===== src/rtl/dm_arbiter.sv =====
// dm_arbiter: shares one DM port between single-cycle CPU accesses and bounded-starvation DMA bursts
module dm_arbiter #(
  parameter int unsigned MAX_BURST    = 8,
  parameter int unsigned DMA_WAIT_MAX = 4
) (
  input  logic        clk,
  input  logic        reset,
  input  logic        cpu_req,
  input  logic        cpu_we,
  input  logic [31:0] cpu_addr,
  input  logic [31:0] cpu_wdata,
  input  logic [31:0] cpu_pc,
  output logic [31:0] cpu_rdata,
  output logic        cpu_stall,
  input  logic        dma_req,
  input  logic        dma_we,
  input  logic [31:0] dma_addr,
  input  logic [3:0]  dma_len,
  input  logic [31:0] dma_wdata,
  output logic        dma_gnt,
  output logic        dma_beat,
  output logic [31:0] dma_rdata,
  output logic        dma_done,
  output logic [31:0] dm_addr,
  output logic [31:0] dm_wdata,
  output logic        dm_we,
  output logic [31:0] dm_pc,
  input  logic [31:0] dm_rdata
);
  typedef enum logic [1:0] {IDLE, ACCEPT, BURST} state_t;
  localparam logic [3:0] MAX_LEN  = 4'(MAX_BURST);
  localparam logic [2:0] WAIT_MAX = 3'(DMA_WAIT_MAX);
  state_t      state;
  logic [29:0] base;
  logic        dir;
  logic [3:0]  remaining;
  logic [3:0]  index;
  logic [2:0]  pause_cnt;
  logic [3:0]  eff_len;
  logic [29:0] beat_addr;
  logic        force_beat;
  logic        cpu_own;
  logic [3:0]  unused_bits;
  assign unused_bits = {cpu_addr[1:0], dma_addr[1:0]};
  assign cpu_rdata   = dm_rdata;
  assign dma_rdata   = dm_rdata;
  // ownership and DM port mux; the DMA wins in BURST when the CPU is idle or the pause limit is hit
  always_comb begin
    eff_len    = dma_len == 4'd0 ? 4'd1 : (dma_len > MAX_LEN ? MAX_LEN : dma_len);
    force_beat = pause_cnt == WAIT_MAX;
    dma_beat   = reset && state == BURST && (!cpu_req || force_beat);
    cpu_own    = reset && cpu_req && !dma_beat;
    cpu_stall  = cpu_req && dma_beat;
    beat_addr  = base + {26'd0, index};
    dm_addr    = dma_beat ? {beat_addr, 2'b00} : (cpu_own ? {cpu_addr[31:2], 2'b00} : 32'h0);
    dm_wdata   = dma_beat ? dma_wdata : (cpu_own ? cpu_wdata : 32'h0);
    dm_we      = dma_beat ? dir : (cpu_own && cpu_we);
    dm_pc      = cpu_own ? cpu_pc : 32'h0;
  end
  // burst sequencing: accept in IDLE, one settle cycle, then beats until the count runs out
  always_ff @(posedge clk or negedge reset) begin
    if (!reset) begin
      state     <= IDLE;
      base      <= '0;
      dir       <= 1'b0;
      remaining <= '0;
      index     <= '0;
      pause_cnt <= '0;
      dma_gnt   <= 1'b0;
      dma_done  <= 1'b0;
    end else begin
      dma_gnt  <= 1'b0;
      dma_done <= 1'b0;
      case (state)
        IDLE:
          if (dma_req && !cpu_req) begin
            base      <= dma_addr[31:2];
            dir       <= dma_we;
            remaining <= eff_len;
            index     <= '0;
            dma_gnt   <= 1'b1;
            state     <= ACCEPT;
          end
        ACCEPT: begin
          pause_cnt <= '0;
          state     <= BURST;
        end
        BURST:
          if (dma_beat) begin
            pause_cnt <= '0;
            index     <= index + 4'd1;
            remaining <= remaining - 4'd1;
            if (remaining == 4'd1) begin
              state    <= IDLE;
              dma_done <= 1'b1;
            end
          end else if (cpu_req) pause_cnt <= pause_cnt + 3'd1;
        default: state <= IDLE;
      endcase
    end
  end
endmodule


===== config.mk =====
export PLATFORM = sky130hd
export DESIGN_NAME = dm_arbiter
export DESIGN_NICKNAME = d
export VERILOG_FILES = /design/src/rtl/dm_arbiter.sv
export SDC_FILE = /design/constraint.sdc
export NUM_CORES = 1
export LEC_CHECK = 0
export CORE_AREA = 3 3 143 145
export DETAILED_ROUTE_END_ITERATION = 16
export DIE_AREA = 0 0 146 148
export PLACE_DENSITY_LB_ADDON = 0.1
export SYNTH_ARGS = -nofsm -noshare
export SYNTH_HDL_FRONTEND = slang
export SYNTH_SLANG_ARGS = --single-unit

===== constraint.sdc =====
create_clock -name clk -period 2.5 [get_ports clk]
set_input_delay 0.375 -clock clk [delete_from_list [all_inputs] [get_ports clk]]
set_output_delay 0.375 -clock clk [all_outputs]
set_load 0.01 [all_outputs]

==> parameters.txt, run 1 <==
Parameter                              Value

STA
  Worst setup margin    -154 ps
  Minimum clock period    2650 ps
  Final hold violation count    0
  Ratio of final minimum period to clock period    106%
  Setup Viol. Count Final    24
  RSZ-0062 raised after global routing    true
  Fmax    377 MHz
  Final-layout setup total negative slack    -1840 ps
  Slew at the pin closest to its max-slew limit    593 ps
  Clk_skew    4.49 ps
  Fin. max-slew vios    0
  Slew margin rel.    60.4%
  Min Hold Slack    99.4 ps

Power and ir drop
  Combinational fraction of design power    58.1%
  Fraction of power spent switching nets    38.1%
  Register share of total power    28.0%
  Switching power of the nets    1.90 mW
  Leakage component of the power    3.24 nW
  Total Power Consumption    4.99 mW
  Ratio of total power to cell area    691 nW/um^2
  Clock share of power    13.8%
  Worst voltage drop across the vdd grid    0.291 mV
  Internal power of the cells    3.08 mW

Cells and area
  Share of final-layout standard cells stronger than drive strength 1    26.7%
  Most frequent standard cell in the layout excluding fill and tap cells    sky130_fd_sc_hd__clkdlybuf4s50_1
  Fraction of the core area covered by cells at the end of the flow    37.3%
  Combined area of the multi-input logic cells    2400 um^2
  Finished Cell Area    7210 um^2
  Register Area    1150 um^2
  Layout area overhead    78.8%
  Antenna diode instance count    0
  Most used cells in the layout excluding fill and tap cells    sky130_fd_sc_hd__clkdlybuf4s50_1, sky130_fd_sc_hd__dlygate4sd2_1, sky130_fd_sc_hd__dfrtp_1, sky130_fd_sc_hd__buf_4, sky130_fd_sc_hd__nand2_1
  Layout filler cell count    1995
  Non-filler cells in the finished layout    969
  Net count, final    915

Synth
  Post-synth EDFFs    0
  Portion of the post-synthesis area used by sequential elements    28.5%
  Average footprint of a synthesized cell    8.86 um^2
  Fraction of registers with async set or reset after synthesis    100%
  Distinct cells, synth    55
  Count of warnings emitted by yosys    0
  Cell area after synthesis    4030 um^2
  Gate count of the mapped netlist    455
  Commonest register cell after synthesis    sky130_fd_sc_hd__dfrtp_1
  Flops & latches, synth    46

GRT
  Antenna violations before repair    5
  Overflow left after global routing    0
  Vias in the first global route    4493
  Global-route wire length before repair    28.1 mm
  Maximum number of pins on one net before global-route repair    44
  Global Route Usage Sum    16.8%

Status
  Status    finished with violations
  Violated checks    setup timing

Clock tree
  CTS Hold Bufs    0
  Clock tree from TritonCTS    built
  Number of CTS-inserted buffers    5
  Clock latency reported for the late side of the worst-skew pair    290 ps
  CTS root buf    sky130_fd_sc_hd__clkbuf_16
  Number of buffers on the longest clock path    2
  TritonCTS Sinks    46
  Count of H-tree levels built during CTS    2
  Clock transition at the registers of the reported paths    60 ps

Floorplanning
  Die width    146 um
  Number of standard-cell rows in the floorplan    51
  Die area    21600 um^2
  Area inside the core boundary    19300 um^2
  Vertical extent of the die    148 um
  Number of top-level design ports    367
  Initial Util    20.9%

Drt
  Ratio of routed vias to standard cells    4.47
  Total number of vias    4334
  Routed Wire Length    19.3 mm
  Detailed-router iteration count before antenna repair    4
  DRC    0
  Remaining antenna violation count    0
  DRC violation total after the first TritonRoute iteration    168
  Average detailed-routed wire length per instance    19.9 um

Placed design
  Placer congestion estimate    0.845
  Post-DP HPWL    14.8 mm
  Placed insts    938
  Quantity of I/O buffers inserted on ports    264
  Worst setup slack after placement    -357 ps
  Post-Place Cell Area    6820 um^2

Setup path
  CP Capture Type    output port
  Critical path type    reg -> out
  Launch point of the worst reg-to-reg path    pause_cnt[0]
  Required time of the critical path    2120 ps
  Arrival time worst endpoint    2280 ps
  Maximum fanout along the worst path    6
  Startpoint types    register
  Launching element of the worst setup path    base[0]

Worst hold path
  Min-Delay Path Class    in -> async

Job
  Max-capacitance violation count    0
[worst max-delay path, stage by stage, from the launching register on]
cell and delay (ps):
sky130_fd_sc_hd__dfrtp_1 380, sky130_fd_sc_hd__ha_2 200, sky130_fd_sc_hd__fa_2 350, sky130_fd_sc_hd__a21o_4 230, sky130_fd_sc_hd__a21o_4 250, sky130_fd_sc_hd__buf_4 140, sky130_fd_sc_hd__nand3_2 60, sky130_fd_sc_hd__xor2_1 150
sky130_fd_sc_hd__o21ai_1 80, sky130_fd_sc_hd__buf_2 140
[sequential cells by signal (all words and copies together) (netlist names)]
register / flops
dir: 1
index: 4
pause_cnt: 3
dma_gnt: 1
remaining: 4
state: 2
dma_done: 1
base: 30
[Yosys cell counts, types with 9 or more instances]
library cell,instances,area share (%)
sky130_fd_sc_hd__and2_1,34,5.3
sky130_fd_sc_hd__dfrtp_1,46,29
sky130_fd_sc_hd__buf_2,16,2.0
sky130_fd_sc_hd__xor2_1,25,5.4
sky130_fd_sc_hd__buf_4,67,12
sky130_fd_sc_hd__nand2_1,46,4.3
sky130_fd_sc_hd__mux2_2,29,8.1
sky130_fd_sc_hd__ha_1,9,2.8
sky130_fd_sc_hd__o21ai_0,30,3.7
sky130_fd_sc_hd__nand4_1,13,2.0
sky130_fd_sc_hd__inv_1,9,0.84
sky130_fd_sc_hd__nand3_1,12,1.5
sky130_fd_sc_hd__a22o_1,35,7.6
[final timing paths]
| path | slack (ps) | depth (start not counted) | end |
|---|---|---|---|
| setup / recovery | -150 | 9 | dm_addr[16] |
| hold reg to reg | 530 | 1 | dma_done |
| max in group asynchronous | 1760 | 2 | base[1] |
| hold / removal | 100 | 2 | pause_cnt[2] |
| setup reg to reg | 540 | 10 | remaining[3] |
| min in group clk | 530 | 1 | dma_done |
[cell families (layout without fill, tap and decap cells)]
| logic type | after synthesis | in the layout | share of synthesized area, % |
|---|---|---|---|
| mux | 30 | 30 | 8.35 |
| simple gates | 137 | 137 | 19.1 |
| flops | 46 | 46 | 28.5 |
| xor+xnor | 29 | 29 | 6.30 |
| other cells | 1 | 2 | 0.0930 |
| fa+ha+maj | 10 | 10 | 3.29 |
| buf+inv | 104 | 351 | 17.3 |
| compound gates | 98 | 99 | 17.1 |
[power by group through the flow]
| stage | Combinational [mW] | Clock (mW) | Sequential (mW) |
|---|---|---|---|
| after floorplan | 1.35 | 0 | 1.37 |
| after global placement | 2.61 | 0 | 1.38 |
| after detailed placement | 2.63 | 0 | 1.38 |
| after CTS | 2.76 | 0.719 | 1.38 |
| after global routing | 3.16 | 0.741 | 1.45 |
| final | 2.90 | 0.688 | 1.40 |
[what timing repair did]
action / 4_1_cts / 5_1_grt
pin swaps: 23 / 33
buffers inserted: 13 / 9
gates resized for setup: 217 / 64
gates cloned: 5 / 0
endpoints found under the setup margin: 96 / 90
[routing by layer]
metal / track usage, % / up-vias / part of all wire [%]
met5: 0 / - / 0.29
met4: 2.49 / 8 / 0.98
met3: 8.83 / 17 / 13
met2: 27.1 / 257 / 46
met1: 20.6 / 2031 / 41
li1: - / 2021 / -
[layout make-up]
class | count | share of cell area, %
sequential | 46 | 16.0
multi-input combinational | 307 | 33.3
clock buffer | 7 | 1.98
timing repair buffer | 333 | 43.6
inverter | 10 | 0.520
tap | 265 | 4.60
clock inverter | 1 | 0.0694
Power figures use the tool's default switching activity.
==> run 2: changes to the inputs <==
--- a/config.mk
+++ b/config.mk
@@ -9,6 +9,7 @@
 export DETAILED_ROUTE_END_ITERATION = 16
 export DIE_AREA = 0 0 146 148
 export PLACE_DENSITY_LB_ADDON = 0.1
+export REMOVE_ABC_BUFFERS = 1
 export SYNTH_ARGS = -nofsm -noshare
 export SYNTH_HDL_FRONTEND = slang
 export SYNTH_SLANG_ARGS = --single-unit
==> parameters.txt, run 2 (synthesis results as in run 1) <==
Parameter                              Value

Status
  Status    finished with violations
  Violated checks    setup timing

Floorplanning
  Number of standard-cell rows in the floorplan    51
  Die width    146 um
  Initial Util    20.9%
  Area inside the core boundary    19300 um^2
  Die area    21600 um^2
  Number of top-level design ports    367
  Vertical extent of the die    148 um

STA
  Ratio of final minimum period to clock period    106%
  Setup Viol. Count Final    19
  Final hold violation count    0
  Clk_skew    7.28 ps
  RSZ-0062 raised after global routing    true
  Fin. max-slew vios    0
  Fmax    376 MHz
  Minimum clock period    2660 ps
  Worst setup margin    -158 ps
  Final-layout setup total negative slack    -1650 ps

Power and ir drop
  Internal power of the cells    3.00 mW
  Leakage component of the power    3.16 nW
  Register share of total power    28.7%
  Switching power of the nets    1.87 mW
  Ratio of total power to cell area    681 nW/um^2
  Worst voltage drop across the vdd grid    0.292 mV
  Combinational fraction of design power    57.0%
  Clock share of power    14.2%
  Fraction of power spent switching nets    38.4%

Setup path
  Launch point of the worst reg-to-reg path    pause_cnt[0]
  Startpoint types    register
  Worst Reg-to-Reg Cells    10
  CP Capture Type    output port
  Maximum fanout along the worst path    6
  Critical path type    reg -> out
  Arrival time worst endpoint    2280 ps
  Endpoint of the most critical register-to-register path    remaining[0]
  Required time of the critical path    2120 ps
  Worst R2R Setup Slack    570 ps

Worst hold path
  Min-Delay Path Class    in -> async

Drt
  Remaining antenna violation count    0
  Total number of vias    4297
  DRC    0
  Detailed-router iteration count before antenna repair    6
  Routed Wire Length    20.0 mm
  DRC violation total after the first TritonRoute iteration    146
  Ratio of routed vias to standard cells    4.46
  Average detailed-routed wire length per instance    20.8 um

Placed design
  Post-DP HPWL    15.4 mm
  Quantity of I/O buffers inserted on ports    264
  Placer congestion estimate    0.782

Cells and area
  Most used cells in the layout excluding fill and tap cells    sky130_fd_sc_hd__clkdlybuf4s50_1, sky130_fd_sc_hd__dlygate4sd2_1, sky130_fd_sc_hd__dfrtp_1, sky130_fd_sc_hd__nand2_1, sky130_fd_sc_hd__buf_4
  Share of final-layout standard cells stronger than drive strength 1    24.1%
  Net count, final    908
  Top flop regs    base (30), index (4), remaining (4)
  Fraction of the core area covered by cells at the end of the flow    37.0%
  Top register by number of flip-flops    base
  Layout filler cell count    2015
  Number of flip-flops in the largest register    30
  Most frequent standard cell in the layout excluding fill and tap cells    sky130_fd_sc_hd__clkdlybuf4s50_1
  Layout area overhead    77.4%

GRT
  Overflow left after global routing    0
  Vias in the first global route    4403
  Antenna violations before repair    10
  Maximum number of pins on one net before global-route repair    29
  Global Route Usage Sum    17.7%
  Global-route wire length before repair    28.9 mm

Clock tree
  Number of CTS-inserted buffers    5
  Count of H-tree levels built during CTS    2
  Clock transition at the registers of the reported paths    70 ps
  Number of buffers on the longest clock path    2
  Clock tree from TritonCTS    built
  CTS Hold Bufs    0
  Clock latency reported for the late side of the worst-skew pair    300 ps
  CTS root buf    sky130_fd_sc_hd__clkbuf_16
  TritonCTS Sinks    46

Job
  Max-capacitance violation count    0
[run 2: cell types whose count changed in the layout (fill, tap and decap cells not counted), moves of 3 or more]
cell | previous run | this run
sky130_fd_sc_hd__xor2_2 | 5 | 1
sky130_fd_sc_hd__buf_12 | 11 | 8
sky130_fd_sc_hd__xor2_1 | 20 | 24
sky130_fd_sc_hd__clkdlybuf4s15_1 | 9 | 14
sky130_fd_sc_hd__o21ai_0 | 13 | 16
sky130_fd_sc_hd__clkbuf_2 | 13 | 4
sky130_fd_sc_hd__nand2_1 | 41 | 44
sky130_fd_sc_hd__dlygate4sd2_1 | 46 | 53
sky130_fd_sc_hd__buf_4 | 44 | 41
sky130_fd_sc_hd__dlymetal6s2s_1 | 3 | 0
sky130_fd_sc_hd__buf_6 | 12 | 8
sky130_fd_sc_hd__o21ai_1 | 23 | 20
[run 2: critical path: stages (launching register included)]
cell and delay [ps]:
sky130_fd_sc_hd__dfrtp_1 410, sky130_fd_sc_hd__ha_4 320, sky130_fd_sc_hd__o21ai_1 110, sky130_fd_sc_hd__o21bai_2 200, sky130_fd_sc_hd__buf_6 130, sky130_fd_sc_hd__buf_6 110, sky130_fd_sc_hd__buf_4 110, sky130_fd_sc_hd__nand4b_1 90
sky130_fd_sc_hd__xor2_1 160, sky130_fd_sc_hd__o21ai_1 180, sky130_fd_sc_hd__buf_2 160
[run 2: final cells by class]
class                           instances  area (um^2)  area share, %
Clock inverter                          3         25.0          0.350
Inverter                               10         42.5          0.595
Tap cell                              265          332           4.63
Timing Repair Buffer                  326         3130           43.7
Clock buffer                            5          125           1.75
Sequential cell                        46         1150           16.1
Antenna cell                            1         2.50         0.0350
Multi-Input combinational cell        307         2350           32.9
[run 2: metal layers]
metal / vias to the layer above / wire length, um / GRT usage [%]
li1: 2008 / - / -
met1: 2002 / 8090 / 20.7
met2: 235 / 8830 / 27.8
met3: 32 / 2660 / 10.9
met4: 20 / 244 / 3.29
met5: - / 201 / 3.64
[run 2: metrics by stage]
| stage | setup WS, ps | std cells | instance area [um^2] | hold slack [ps] | power [mW] |
|---|---|---|---|---|---|
| 3_3_place_gp | -375 | 934 | 6780 | 453 | 3.96 |
| 3_5_place_dp | -383 | 934 | 6780 | 461 | 3.99 |
| 5_1_grt | -253 | 963 | 7160 | 192 | 5.23 |
| 2_1_floorplan | -851 | 362 | 3380 | 79.4 | 2.57 |
| 4_1_cts | -182 | 959 | 7130 | 166 | 4.90 |
| 6_report | -158 | 963 | 7160 | 157 | 4.87 |
[run 2: what timing repair did]
item                       4_1_cts  5_1_grt
gates resized for setup        236       22
setup endpoints to repair       97       43
setup buffers                   11        3
cloned                           6        0
pin swaps                       26        9
[run 2: how the worst max path moves through the flow]
stage	from	slack (ps)	end
CTS	base[0]	-180	dm_addr[26]
global placement	base[0]	-380	dm_addr[28]
floorplan	pause_cnt[0]	-850	dm_addr[2]
detailed placement	base[0]	-380	dm_addr[28]
finish	index[3]	-160	dm_addr[25]
global route	index[0]	-250	dm_addr[30]
[run 2: power by group through the flow]
stage	clock network (mW)	registers [mW]	logic [mW]
6_report	0.694	1.40	2.78
5_1_grt	0.744	1.45	3.04
4_1_cts	0.722	1.40	2.78
3_5_place_dp	0	1.39	2.61
3_3_place_gp	0	1.38	2.58
2_1_floorplan	0	1.39	1.18
